===== src/rtl/sync_fifo_param.sv =====
// sync_fifo_param: parameterised single-clock FIFO with a true DEPTH-entry capacity.
// It provides an occupancy count, almost-full/almost-empty thresholds and
// one-cycle overflow/underflow error pulses.
// Optional feature macro: SYNC_FIFO_FWFT_EN selects first-word fall-through.
// When the macro is undefined, reads have one cycle of latency through a data_out register.
// Reads and writes in the same cycle are defined in every state, including full and empty.
module sync_fifo_param #(
   parameter  int WIDTH    = 8,
   parameter  int DEPTH    = 16,
   parameter  int AF_LEVEL = DEPTH - 2,
   parameter  int AE_LEVEL = 2,
   localparam int AW       = $clog2(DEPTH)
) (
   input  logic             clock,
   input  logic             reset,
   input  logic [WIDTH-1:0] data_in,
   input  logic             write_en,
   input  logic             read_en,
   output logic [WIDTH-1:0] data_out,
   output logic             full,
   output logic             empty,
   output logic             almost_full,
   output logic             almost_empty,
   output logic [AW:0]      count,
   output logic             overflow,
   output logic             underflow
);

   localparam logic [AW:0] DEPTH_C = (AW+1)'(DEPTH);
   localparam logic [AW:0] AF_C    = (AW+1)'(AF_LEVEL);
   localparam logic [AW:0] AE_C    = (AW+1)'(AE_LEVEL);

   logic [WIDTH-1:0] mem_r [DEPTH];
   logic [AW-1:0]    wr_ptr_r;
   logic [AW-1:0]    rd_ptr_r;
   logic [AW:0]      count_r;
   logic             full_r;
   logic             empty_r;
   logic             almost_full_r;
   logic             almost_empty_r;
   logic             overflow_r;
   logic             underflow_r;

   logic             rd_ok_s;
   logic             wr_ok_s;
   logic [AW:0]      count_next_s;

   // Accept decisions and next occupancy; a write into a full FIFO is allowed when a read frees a slot in the same cycle.
   always_comb begin
      rd_ok_s      = read_en && !empty_r;
      wr_ok_s      = write_en && (!full_r || rd_ok_s);
      count_next_s = count_r;
      case ({wr_ok_s, rd_ok_s})
         2'b10:   count_next_s = count_r + (AW+1)'(1);
         2'b01:   count_next_s = count_r - (AW+1)'(1);
         default: count_next_s = count_r;
      endcase
   end

   // Pointers, count, registered flags and error pulses; flags are decoded from the next count so they match count exactly.
   always_ff @(posedge clock or negedge reset) begin
      if (!reset) begin
         wr_ptr_r       <= {AW{1'b0}};
         rd_ptr_r       <= {AW{1'b0}};
         count_r        <= {(AW+1){1'b0}};
         full_r         <= 1'b0;
         empty_r        <= 1'b1;
         almost_full_r  <= 1'b0;
         almost_empty_r <= 1'b1;
         overflow_r     <= 1'b0;
         underflow_r    <= 1'b0;
      end else begin
         if (wr_ok_s) begin
            wr_ptr_r <= wr_ptr_r + AW'(1);
         end else begin
            wr_ptr_r <= wr_ptr_r;
         end
         if (rd_ok_s) begin
            rd_ptr_r <= rd_ptr_r + AW'(1);
         end else begin
            rd_ptr_r <= rd_ptr_r;
         end
         count_r        <= count_next_s;
         full_r         <= (count_next_s == DEPTH_C);
         empty_r        <= (count_next_s == {(AW+1){1'b0}});
         almost_full_r  <= (count_next_s >= AF_C);
         almost_empty_r <= (count_next_s <= AE_C);
         overflow_r     <= write_en && !wr_ok_s;
         underflow_r    <= read_en && !rd_ok_s;
      end
   end

   // Storage array write port; contents are deliberately left unreset.
   always_ff @(posedge clock) begin
      if (wr_ok_s) begin
         mem_r[wr_ptr_r] <= data_in;
      end
   end

`ifdef SYNC_FIFO_FWFT_EN
   // Fall-through head: the oldest word is shown whenever the FIFO holds data, and zero otherwise.
   always_comb begin
      if (empty_r) begin
         data_out = {WIDTH{1'b0}};
      end else begin
         data_out = mem_r[rd_ptr_r];
      end
   end
`else
   logic [WIDTH-1:0] data_out_r;

   // Read data register: it captures the popped word and holds it until the next accepted read.
   always_ff @(posedge clock or negedge reset) begin
      if (!reset) begin
         data_out_r <= {WIDTH{1'b0}};
      end else if (rd_ok_s) begin
         data_out_r <= mem_r[rd_ptr_r];
      end else begin
         data_out_r <= data_out_r;
      end
   end

   assign data_out = data_out_r;
`endif

   assign full         = full_r;
   assign empty        = empty_r;
   assign almost_full  = almost_full_r;
   assign almost_empty = almost_empty_r;
   assign count        = count_r;
   assign overflow     = overflow_r;
   assign underflow    = underflow_r;

endmodule


===== config.mk =====
export PLATFORM = sky130hd
export DESIGN_NAME = sync_fifo_param
export DESIGN_NICKNAME = d
export VERILOG_FILES = /design/src/rtl/sync_fifo_param.sv
export SDC_FILE = /design/constraint.sdc
export NUM_CORES = 1
export LEC_CHECK = 0
export BUFFER_PORTS_ARGS = -buffer_cell sky130_fd_sc_hd__buf_4
export CORE_ASPECT_RATIO = 2
export CORE_UTILIZATION = 45
export CTS_CLUSTER_DIAMETER = 80
export DETAILED_ROUTE_END_ITERATION = 10
export GPL_TIMING_DRIVEN = 0
export PLACE_DENSITY = 0.68
export SLEW_MARGIN = 40
export SYNTH_ARGS = -nofsm -noshare
export SYNTH_HDL_FRONTEND = slang
export SYNTH_SLANG_ARGS = --single-unit

===== constraint.sdc =====
create_clock -name clock -period 4.2 [get_ports clock]
set_input_delay 0.84 -clock clock [delete_from_list [all_inputs] [get_ports clock]]
set_output_delay 0.84 -clock clock [all_outputs]
set_load 0.01 [all_outputs]

==> qor.yml <==
powerDensity_mw_per_mm2: 707
p_leak_nw: 2.64
dp_hpwl_mm: 8.97
vdd_drop_max_mv: 0.516
clockBufferDepth: 2
rsz0062_at_grt: "false"
start_util_pct: 46.5
status: "finished, final reports clean"
ys_warn_count: 0
die_h_um: 169
grt_max_degree: 28
numCtsBuffers: 17
timing.final.crit_share_pct: 73.3
rr_startpoint: "empty$_DFF_PN1_"
cp-start-kind: "input pin"
cts_hold_buf: 0
diodes: 0
clock_tree.htree_level_count: 4
place.gp.congestion: 0.770
num_rows: 60
relSlewSlack_pct: 43.0
yosys.cell_types.count: 42
dr.first_iter.drc_count: 194
die_width_um: 85.5
clk_pin_slew_ps: 60
cts_root_buf: "clkbuf_16"
vias: 3349
finalMaxSlewViolations: 0
syn_area_per_cell_um2: 17.1
hold_class: "input pin to asynchronous set/reset pin"
finalHoldViolCount: 0
track_usage_pct: 19.3
viasPerCell: 5.72
port_buffers: 30
max_cap_violations: 0
reg2reg_to: "full$_DFF_PN0_"
power_mw: 5.20
antenna_found_initial: 0
cts_tree: "done"
cts_setup_buffers: 0
synth_ff_type: "edfxtp_1"
period_needed_ps: 3080
worst-r2r-cell-count: 13
post_drt_wl_per_cell_um: 22.1
finalSetupViolCount: 0
rrSetupSlack_ps: 1180
synth_nets: 387
drc: 0
fin_nets: 438
skew_ps: 9.91
required_ps: 4500
grt-ovfl-total: 0
synth-seq-area-share_pct: 72.0
io_pins: 31
async_flop_share_pct: 17.4
cts_sinks: 155
tns_ps: 0
grt_pass1_wl_mm: 19.8
clk_latency_ps: 420
core_area_mm2: 0.0135
path_max_fanout: 9
syn_inst: 367
arrival_ps: 3380
first_pass_iters: 4
synth_edf_count: 128
die_area_mm2: 0.0145
syn_area_mm2: 0.00628
grt_pass1_vias: 3634
crit_path_end_kind: "flop"
areaGrowthSynthToFinish_pct: 17.2
fmax_mhz: 325
worst_pin_slew_ps: 852
synth-seq-cells: 155
drive_gt1_share_pct: 27.8
cts-resized-gates: 0
ant_nets: 0
critical_path_class: "input pin to flop"
wl_mm: 12.9
==> area by class of cell <==
class / count / area [um^2]
Buffer: 19 / 108
Clock buffer: 19 / 433
Clock inverter: 13 / 164
Fill cell: 1077 / 6150
Inverter: 9 / 33.8
Multi-Input combinational cell: 184 / 1670
Sequential cell: 155 / 4520
Tap cell: 155 / 194
Timing Repair Buffer: 32 / 235
==> per-stage QoR <==
step                      hold slack [ps]  instances  util, %  instance area [um^2]  worst slack, ps
after CTS                             349        586     54.3                  7340             1130
after global placement                468        552     49.6                  6700              742
after floorplan                       505        367        -                  6280             1150
final                                 355        586     54.5                  7360             1120
after detailed placement              480        554     49.9                  6740              694
after global routing                  369        586     54.5                  7360              880
==> power by group <==
part	total (mW)	switching, mW	internal (mW)
Clock	1.54	0.600	0.941
Combinational	1.62	0.915	0.701
Sequential	2.05	0.127	1.92
==> how the worst max path moves through the flow <==
stage | slack (ps) | endpoint | from
6_report | 1120 | full$_DFF_PN0_ | read_en
5_1_grt | 880 | full$_DFF_PN0_ | read_en
2_1_floorplan | 1150 | full$_DFF_PN0_ | read_en
3_3_place_gp | 740 | full$_DFF_PN0_ | read_en
3_5_place_dp | 690 | full$_DFF_PN0_ | read_en
4_1_cts | 1130 | full$_DFF_PN0_ | read_en
==> flip-flops by register name (all words and copies together) (netlist names) <==
name	cells
count	5
almost_empty	1
full	1
almost_full	1
wr_ptr_r	4
rd_ptr_r	4
empty	1
underflow	1
overflow	1
mem_r	128
data_out	8
==> synth_stat cells (all sizes together) (2+ instances only) <==
cell type / n / area share, %
and2: 2 / 0.20
mux2i: 22 / 3.5
xnor2: 10 / 1.5
a32oi: 7 / 0.98
mux4: 19 / 6.8
edfxtp: 128 / 61
buf: 14 / 1.4
nand3: 2 / 0.16
ha: 8 / 1.6
a31oi: 7 / 0.70
inv: 9 / 0.54
nor2b: 9 / 0.90
xor2: 2 / 0.28
o21ai: 2 / 0.16
a211oi: 7 / 0.84
or4b: 2 / 0.32
o31ai: 2 / 0.24
mux2: 7 / 1.3
clkbuf: 5 / 0.30
nand2: 28 / 1.7
nand2b: 4 / 0.40
a21oi: 3 / 0.24
nand4: 2 / 0.20
and3: 3 / 0.30
a22oi: 7 / 0.84
nor2: 15 / 0.90
dfrtp: 25 / 10
dfstp: 2 / 0.84
nor3: 5 / 0.40
==> metal layers <==
metal / global-route usage [%] / wire [um] / up-vias / share of wire [%]
met5: 0 / 0 / - / 0
met4: 10.9 / 517 / 0 / 4.0
met3: 3.80 / 326 / 33 / 2.5
met2: 37.0 / 7630 / 70 / 59
met1: 18.7 / 4460 / 1721 / 34
li1: - / - / 1525 / -
==> cells by family (layout without fill, tap and decap cells) <==
| kind of cell | after synthesis | in the layout | synth area share, % |
|---|---|---|---|
| simple gates | 76 | 76 | 5.98 |
| fa+ha+maj | 8 | 8 | 1.59 |
| buf+inv | 28 | 92 | 2.25 |
| flops | 155 | 155 | 72.0 |
| xor+xnor | 12 | 12 | 1.79 |
| compound gates | 40 | 40 | 4.80 |
| mux | 48 | 48 | 11.6 |
==> cells in the final DEF (no fill, tap or decap), types with 3 or more instances in the layout <==
cell type	Yosys	layout
nor2b_1	9	9
buf_4	0	30
nand2b_1	4	4
mux2i_1	22	22
nand2_1	28	28
clkinv_2	0	3
a21oi_1	3	3
mux4_2	19	19
a22oi_1	7	7
inv_6	0	5
buf_6	3	3
inv_1	9	9
dfrtp_1	25	25
a31oi_1	7	7
bufinv_16	0	3
nor2_2	0	8
ha_1	8	8
mux2_2	7	7
buf_2	11	13
nor2_1	15	7
a211oi_1	7	7
xnor2_1	9	9
clkbuf_1	5	7
edfxtp_1	128	128
and3_1	3	3
clkbuf_16	0	17
a32oi_1	7	7
==> critical path, stage by stage <==
cell	delay (ps)
buf_4	80
nand2b_1	140
a21boi_2	390
inv_1	120
ha_1	190
buf_2	170
xor2_1	160
ha_1	210
or3b_1	370
nand4b_1	110
o41ai_2	100
xnor2_2	240
inv_1	80
and3_1	170
No activity file was read; power rests on OpenSTA's default activity.
